**config.mk**
```make
export PLATFORM = sky130hd
export DESIGN_NAME = first_counter
export DESIGN_NICKNAME = d
export VERILOG_FILES = /design/src/rtl/first_counter.sv
export SDC_FILE = /design/constraint.sdc
export NUM_CORES = 1
export LEC_CHECK = 0
export BUFFER_PORTS_ARGS = -buffer_cell sky130_fd_sc_hd__buf_2
export CAP_MARGIN = 10
export CORE_AREA = 2 2 39 41
export CTS_BUF_LIST = sky130_fd_sc_hd__clkbuf_8
export CTS_CLUSTER_DIAMETER = 50
export CTS_CLUSTER_SIZE = 40
export DETAILED_ROUTE_END_ITERATION = 8
export DIE_AREA = 0 0 41 43
export GPL_ROUTABILITY_DRIVEN = 0
export PLACE_DENSITY = 0.34
export SKIP_CTS_REPAIR_TIMING = 1
export SLEW_MARGIN = 0
export SYNTH_ARGS = -nofsm -noshare
export SYNTH_HDL_FRONTEND = slang
export SYNTH_SLANG_ARGS = --single-unit
```
**constraint.sdc**
```tcl
create_clock -name clk -period 2.2 [get_ports clk]
set_clock_uncertainty 0.05 [all_clocks]
set_input_delay 0.22 -clock clk [delete_from_list [all_inputs] [get_ports clk]]
set_output_delay 0.22 -clock clk [all_outputs]
set_load 0.02 [all_outputs]
```
**src/rtl/first_counter.sv**
```systemverilog
// Free-running WIDTH-bit up-counter with synchronous clear and count-enable.
// counter_out is the state register itself, so there is no input-to-output combinational path.
module first_counter #(
  parameter int WIDTH = 4
) (
  input  logic             clk,
  input  logic             reset,
  input  logic             enable,
  output logic [WIDTH-1:0] counter_out
);

  logic [WIDTH-1:0] counter_q;
  logic [WIDTH-1:0] counter_d;

  // Priority: clear beats enable, and enable beats hold. The add wraps modulo 2^WIDTH.
  always_comb begin
    counter_d = counter_q;
    if (reset) begin
      counter_d = '0;
    end else if (enable) begin
      counter_d = counter_q + {{(WIDTH-1){1'b0}}, 1'b1};
    end
  end

  always_ff @(posedge clk) begin
    counter_q <= counter_d;
  end

  assign counter_out = counter_q;

endmodule

```
; Word-level counts from Yosys, hierarchy flattened
; Index checks and enable logic that the tools add are counted.
[word_totals]
inputBits = 3
output_inout_bits = 4
reg_bits = 4
word_cells = 2
[classes]
n_addsub = 1
[ops]
columns = operator, count
row1 = $add A4 B1 Y4 const B, 1

; Depth between registers and ports, before layout
; Gate-level depths: netlist (run 1).
[depth]
ltp_word = 1
ltp_mapped = 3
depth_no_buf = 3

; Least setup slack after synthesis (run 1)
; Ideal clock, no wire load.
[synth_timing]
kind = register -> register
start = reg counter_q[0] (netlist: counter_out[0])
end = reg counter_q[3] (netlist: counter_out[3])
path_slack_ns = 1.111
n_path_buf = 0
stages_incl_launch_ff = 3
setup_time_ns = 0.121
arrival_time_ns = 0.917
path_cell_list = dfxtp_1 nand4_2 mux2_4
[synth_between]
elab_chain_len = 1
[synth_rtl]
columns = item, line_no
row1 = from (decl), 12  ; logic [WIDTH-1:0] counter_q;
row2 = from (signal assigned), 26  ; counter_q <= counter_d;
row3 = $add A4 B1 Y4, 21  ; counter_d = counter_q + {{(WIDTH-1){1'b0}}, 1'b1};
; No other way between the ends.
; A chain may end at the register's enable or synchronous reset.

; Final worst setup path (run 1)
[layout_timing]
start = reg counter_q[0] (netlist: counter_out[0])
end = out counter_out[0]
[layout_rtl]
columns = item, line_no
row1 = to (decl), 9  ; output logic [WIDTH-1:0] counter_out
; No word-level cell between the ends.

==> results.md, run 1 <==
- Power share of the clock group: just under 60%
- Maxcap violations: 0
- Post-synthesis sequential area ratio: 44.8%
- Arrival time worst endpoint: 0.80 ns
- Die width: 41 um
- Gr usage total: 6.01%
- Cts bufs inserted: 3
- Largest cells by area after synthesis: dfxtp_1, mux2_4, ha_1
- Dominant cell type by area after synthesis: dfxtp_1
- Logic pwr share: 8.8%
- Startpoint Class: flip-flop
- CTS tree: done
- Worst reg2reg setup slack: 1.19 ns
- Minimum clock period: 1.07 ns
- ANT nets after route: 0
- Multi-input gate area: 98.8 sq um
- CTS H-tree lvls: 1
- Worst min-delay path startpoint: reset
- RSZ-0062 raised after global routing: false
- Drt drc: 0
- Peak VDD IR: 0.184 mV
- Starting Density: 12.9%
- Mapped Cells: 16
- Pleak: between 0.1 and 0.15 nW
- Hold Path End: counter_out[0]
- Fmax: 0.934 GHz
- Total congestion overflow: 0
- Path depth of the worst reg2reg path: 3
- Buffer depth of the longest clock path: 2
- Layout cells sized above 1: between 40% and 50%
- Period utilisation layout: 48.7%
- Sequential share of power: 31.6%
- Register bit total from synthesis: 4
- P_sw: about 55 uW
- Via/cell ratio: 3.61
- Syn avg cell area: 11.2 sq um
- Share of the synthesized area in the top cell type: 44.8%
- TritonRoute pass-1 iters: 1
- Hold_ws: roughly 0.18 ns
- Final Max Tran Viols: 0
- Number of global-route vias before repair: approximately 160
- Synth warnings: 0
- Area Overhead vs Synth: 51.0%
- Worst skew pair latency: 0.22 ns
- Crit Path Class: reg -> out
- Internal power: 203 uW
- Worst path slowest cell: dfxtp_1
- Die footprint: roughly 1800 sq um
- Yosys cell types: 11
- Actual slew at the worst max-slew pin: 0.168 ns
- Die height: 43 um
- Largest net degree at the start of global routing: 6
- Net Sw Frac: a little over a fifth
- Clock transition at path regs: 0.03 ns
- Final setup fails: 0
- CP max FO: 4
- R2r startpoint: counter_out[0]
- Site row count: 14
- Worst hold path type: in -> reg
- Worst stage delay on the critical path: between 0.3 and 0.4 ns
- Initial antenna violation count: 0
- Critical Path End Type: output pin
- Syn Std Cell Area: around 180 sq um
- Register area: 80.1 sq um
- 1st-iter DRT viols: 0
- R2R Path End: counter_out[2]
- Wire length per cell: around 9.2 um
- Fillcell total: 158
- First-pass GRT wire length: 600 um
- # clock sinks: 4
- Fin. Hold Viols: 0
- Core area: 1380 sq um
- Net count after synthesis: 20
- Final net count: 31
- Setup TNS: 0 ns
- Max reg flops: 4
- Port bufs: 6
- Hold Path Depth: 2
- Rel. slew slack: 88.8%
- PD cells: 957 nW/um^2
- N_diodes: 0
- IO Count: 7
- Vias: between 100 and 150
- WP buf/inv: 1
- Crit-path leading delay family: flip-flops
- Drt total wl: ~380 um
- Status: complete, no violations
- CP cell instances: buf_2
- Clk root buf: clkbuf_8
- Worst EP required: just under 2 ns
-- synthesized netlist by cell type --
cell and number:
nor2b_1 1, a21oi_1 1, ha_1 1, nor2_1 3, xnor2_1 1, nand4_2 1
mux2i_1 1, nand3b_1 1, mux2_4 1, dfxtp_1 4, a21bo_2 1
-- placed cells by master, fill, tap and decap left out, drive strengths merged --
| master | netlist | routed |
|---|---|---|
| buf | 0 | 6 |
| dfxtp | 4 | 4 |
| nor2 | 3 | 3 |
| clkbuf | 0 | 3 |
| mux2i | 1 | 1 |
| xnor2 | 1 | 1 |
| a21bo | 1 | 1 |
| nand3b | 1 | 1 |
| a21oi | 1 | 1 |
| nor2b | 1 | 1 |
| nand4 | 1 | 1 |
| mux2 | 1 | 1 |
| ha | 1 | 1 |
-- area by class of cell --
class                      count  share of cell area [%]
clock buffer                   3                    15.3
sequential                     4                    29.6
multi-input combinational     12                    36.6
timing repair buffer           6                    11.1
tap                           16                    7.41
-- worst max-delay path by stage --
stage / slack [ns] / to / startpoint / depth (start not counted)
after global routing: 1.10 / counter_out[0] / counter_out[0] / 1
after global placement: 1.21 / counter_out[2] / counter_out[0] / 3
after detailed placement: 1.18 / counter_out[2] / counter_out[0] / 3
after CTS: 1.11 / counter_out[0] / counter_out[0] / 1
final: 1.13 / counter_out[0] / counter_out[0] / 1
after floorplan: 1.11 / counter_out[3] / counter_out[0] / 2
-- cells by family (layout without fill, tap and decap cells) --
group	count (synthesis)	after routing	share of synthesized area, %
muxes	2	2	14.0
AOI/OAI and AO/OA	2	2	8.39
adders and majority gates	1	1	6.99
xor gates and xnor gates	1	1	4.90
buffers and inverters	0	9	0
DFF	4	4	44.8
and+or+nand+nor	6	6	21.0
-- power by group through the flow --
stage,Sequential (mW),Combinational [mW],Clock (mW)
after detailed placement,0.0829,0.0230,0
after floorplan,0.0872,0.00840,0
final,0.0817,0.0226,0.154
after global placement,0.0828,0.0223,0
after global routing,0.0823,0.0255,0.162
after CTS,0.0819,0.0232,0.161
-- routing by layer --
layer,global-route usage [%],vias up,routed length [um]
met3,1.57,0,15
met1,5.11,72,136
met5,0,-,0
met4,12.0,0,0
met2,7.19,2,223
li1,-,74,-
-- metrics by stage --
stage / cells / utilization [%] / total power [mW] / worst slack, ns / cell area (sq um)
2_1_floorplan: 16 / - / 0.0956 / 1.11 / 179
3_3_place_gp: 38 / 16.5 / 0.105 / 1.21 / 229
3_5_place_dp: 38 / 16.5 / 0.106 / 1.18 / 229
4_1_cts: 41 / 19.5 / 0.266 / 1.11 / 270
5_1_grt: 41 / 19.5 / 0.270 / 1.10 / 270
6_report: 41 / 19.5 / 0.259 / 1.13 / 270
Power figures use the tool's default switching activity.
==> inputs of run 2 (changes only) <==
--- a/config.mk
+++ b/config.mk
@@ -14,7 +14,7 @@
 export DETAILED_ROUTE_END_ITERATION = 8
 export DIE_AREA = 0 0 41 43
 export GPL_ROUTABILITY_DRIVEN = 0
-export PLACE_DENSITY = 0.34
+export PLACE_DENSITY = 0.35
 export SKIP_CTS_REPAIR_TIMING = 1
 export SLEW_MARGIN = 0
 export SYNTH_ARGS = -nofsm -noshare
==> constraint.sdc (replaced) <==
create_clock -name clk -period 0.86 [get_ports clk]
set_clock_uncertainty 0.05 [all_clocks]
set_input_delay 0.086 -clock clk [delete_from_list [all_inputs] [get_ports clk]]
set_output_delay 0.086 -clock clk [all_outputs]
set_load 0.02 [all_outputs]
==> run 2 against run 1 <==
- the flow now finishes with violations (negative setup slack)
- critical path depth grew 1
- combinational power grew to 4.4 times the previous value
- global-route usage grew 0.41 points
- routed wire length grew 5.6%
- die area is the same
- clock-buffer cell count is the same
- clock power grew to 2.6 times the previous value
- first-iteration DRC count is the same
- sequential power grew to 2.6 times the previous value
- worst setup slack lost 1.2 ns
- highest routed layer unchanged
==> results.md, run 2 (same netlist as run 1, synthesis figures left out) <==
- Net Sw Frac: 22.6% (+1.2 points)
- Drt total wl: 397 um (+5.6%)
- Buffer depth of the longest clock path: 2 (unchanged)
- Fmax: ~1.1 GHz
- Clock transition at path regs: 0.04 ns (about the same)
- CTS H-tree lvls: 1 (unchanged)
- Site row count: 14 (unchanged)
- Clk root buf: clkbuf_8
- ANT nets after route: 0 (unchanged)
- Internal power: 559 uW (+170%)
- Logic pwr share: 13.9% (+5.1 points)
- Max reg flops: 4 (unchanged)
- Starting Density: 12.9% (unchanged)
- Actual slew at the worst max-slew pin: 0.110 ns (-0.0574 ns)
- PD cells: 2000 nW/um^2 (+110%)
- Final Max Tran Viols: 0 (unchanged)
- Status: finished with violations
- Critical Path End Type: output pin
- RSZ-0062 raised after global routing: true
- Crit Path Class: reg -> out
- Arrival time worst endpoint: 0.81 ns (about the same)
- CP max FO: 3 (-1)
- Sequential share of power: 29.7% (-1.9 points)
- # clock sinks: 4 (unchanged)
- Maxcap violations: 0 (unchanged)
- P_sw: 163 uW (+190%)
- N_diodes: 0 (unchanged)
- Initial antenna violation count: 0 (unchanged)
- Die height: 43 um (unchanged)
- Cts bufs inserted: 3 (unchanged)
- CTS tree: done
- Area Overhead vs Synth: 102%
- 1st-iter DRT viols: 0 (unchanged)
- Layout cells sized above 1: 69.0% (+21 points)
- Wire length per cell: 8.82 um (-3.8%)
- Power share of the clock group: 56.3% (-3.3 points)
- Period utilisation layout: 110%
- Post-route cell area: 362 sq um (+34%)
- Violated checks: negative setup slack
- Number of global-route vias before repair: 149 (-5.1%)
- Die footprint: 1760 sq um (unchanged)
- Startpoint Class: flip-flop
- Worst skew pair latency: 0.22 ns (about the same)
- Core area: 1380 sq um (unchanged)
- DP HPWL: 311 um
- Final Non-Filler Cells: 45 (+9.8%)
- Die width: 41 um (unchanged)
- Final setup fails: 5 (+5)
- Largest net degree at the start of global routing: 6 (unchanged)
- Drt drc: 0 (unchanged)
- Fin. Hold Viols: 0 (unchanged)
- Via/cell ratio: 3.51 (-2.7%)
- Peak VDD IR: 0.565 mV (+210%)
- Gr usage total: 6.42% (+0.41 points)
- Minimum clock period: 0.945 ns
- Commonest non-fill, non-tap cell in the layout: buf_6
- Most frequent cells in the layout: buf_6, nor2_1, clkbuf_8, dfxtp_4
- Final net count: 34 (+9.7%)
- Port bufs: 6 (unchanged)
- Rel. slew slack: 92.4% (+3.6 points)
- TritonRoute pass-1 iters: 1 (unchanged)
- Total congestion overflow: 0 (unchanged)
- Cell area after placement: 284 sq um (+24%)
- First-pass GRT wire length: 627 um (+4.5%)
- Vias: 158 (+6.8%)
- Pleak: 0.156 nW (+15%)
- DP Cell Count: 41 (+7.9%)
- Worst hold path type: in -> reg
- Worst EP required: 0.72 ns (-1.21 ns)
- IO Count: 7 (unchanged)
- Worst Setup Slack, final: -0.0852 ns (-1.21 ns)
## run 2: changes by cell type in the layout (fill, tap and decap cells not counted), sizes merged
| cell | change |
|---|---|
| buf | +3 |
| inv | +1 |
## run 2: worst paths after layout
path	cells after the start	start	to	slack [ns]
min reg2reg	2	counter_out[3]	counter_out[3]	0.52
max reg2reg	2	counter_out[1]	counter_out[3]	-0.08
min	2	reset	counter_out[2]	0.03
max	2	counter_out[1]	counter_out[1]	-0.09
## run 2: layout make-up
type	instances	area, sq um
Clock inverter	1	3.75
Timing Repair Buffer	9	81.3
Fill cell	149	1020
Tap cell	16	20.0
Sequential cell	4	91.3
Multi-Input combinational cell	12	124
Clock buffer	3	41.3
## run 2: routing by layer
layer / vias to the layer above / part of all wire [%] / wire length (um) / global-route usage [%]
met5: - / 0 / 0 / 0
met4: 0 / 0 / 0 / 10.0
met2: 4 / 49 / 196 / 6.25
met1: 71 / 42 / 165 / 7.37
li1: 83 / - / - / -
met3: 0 / 8.8 / 35 / 3.14
## run 2: power by group through the flow
stage	logic (mW)	registers, mW	clock network (mW)
after floorplan	0.0244	0.229	0
after global placement	0.0810	0.216	0
after detailed placement	0.0820	0.216	0
after CTS	0.0823	0.214	0.423
after global routing	0.109	0.217	0.435
final	0.100	0.215	0.407
## run 2: critical path, stage by stage, from the launching register on
cell and delay (ns):
dfxtp_4 0.36, buf_6 0.12, buf_6 0.12
## run 2: stage by stage
step	power (mW)	setup WS [ns]	setup TNS, ns	util, %	hold slack [ns]
finish	0.722	-0.0852	-0.372	26.1	0.0297
global route	0.762	-0.109	-0.524	26.1	0.0453
CTS	0.719	-0.139	-0.528	23.8	0.0410
detailed placement	0.298	-0.0888	-0.213	20.5	0.266
global placement	0.297	-0.0668	-0.192	20.5	0.257
floorplan	0.254	-0.0988	-0.252	-	0.0954
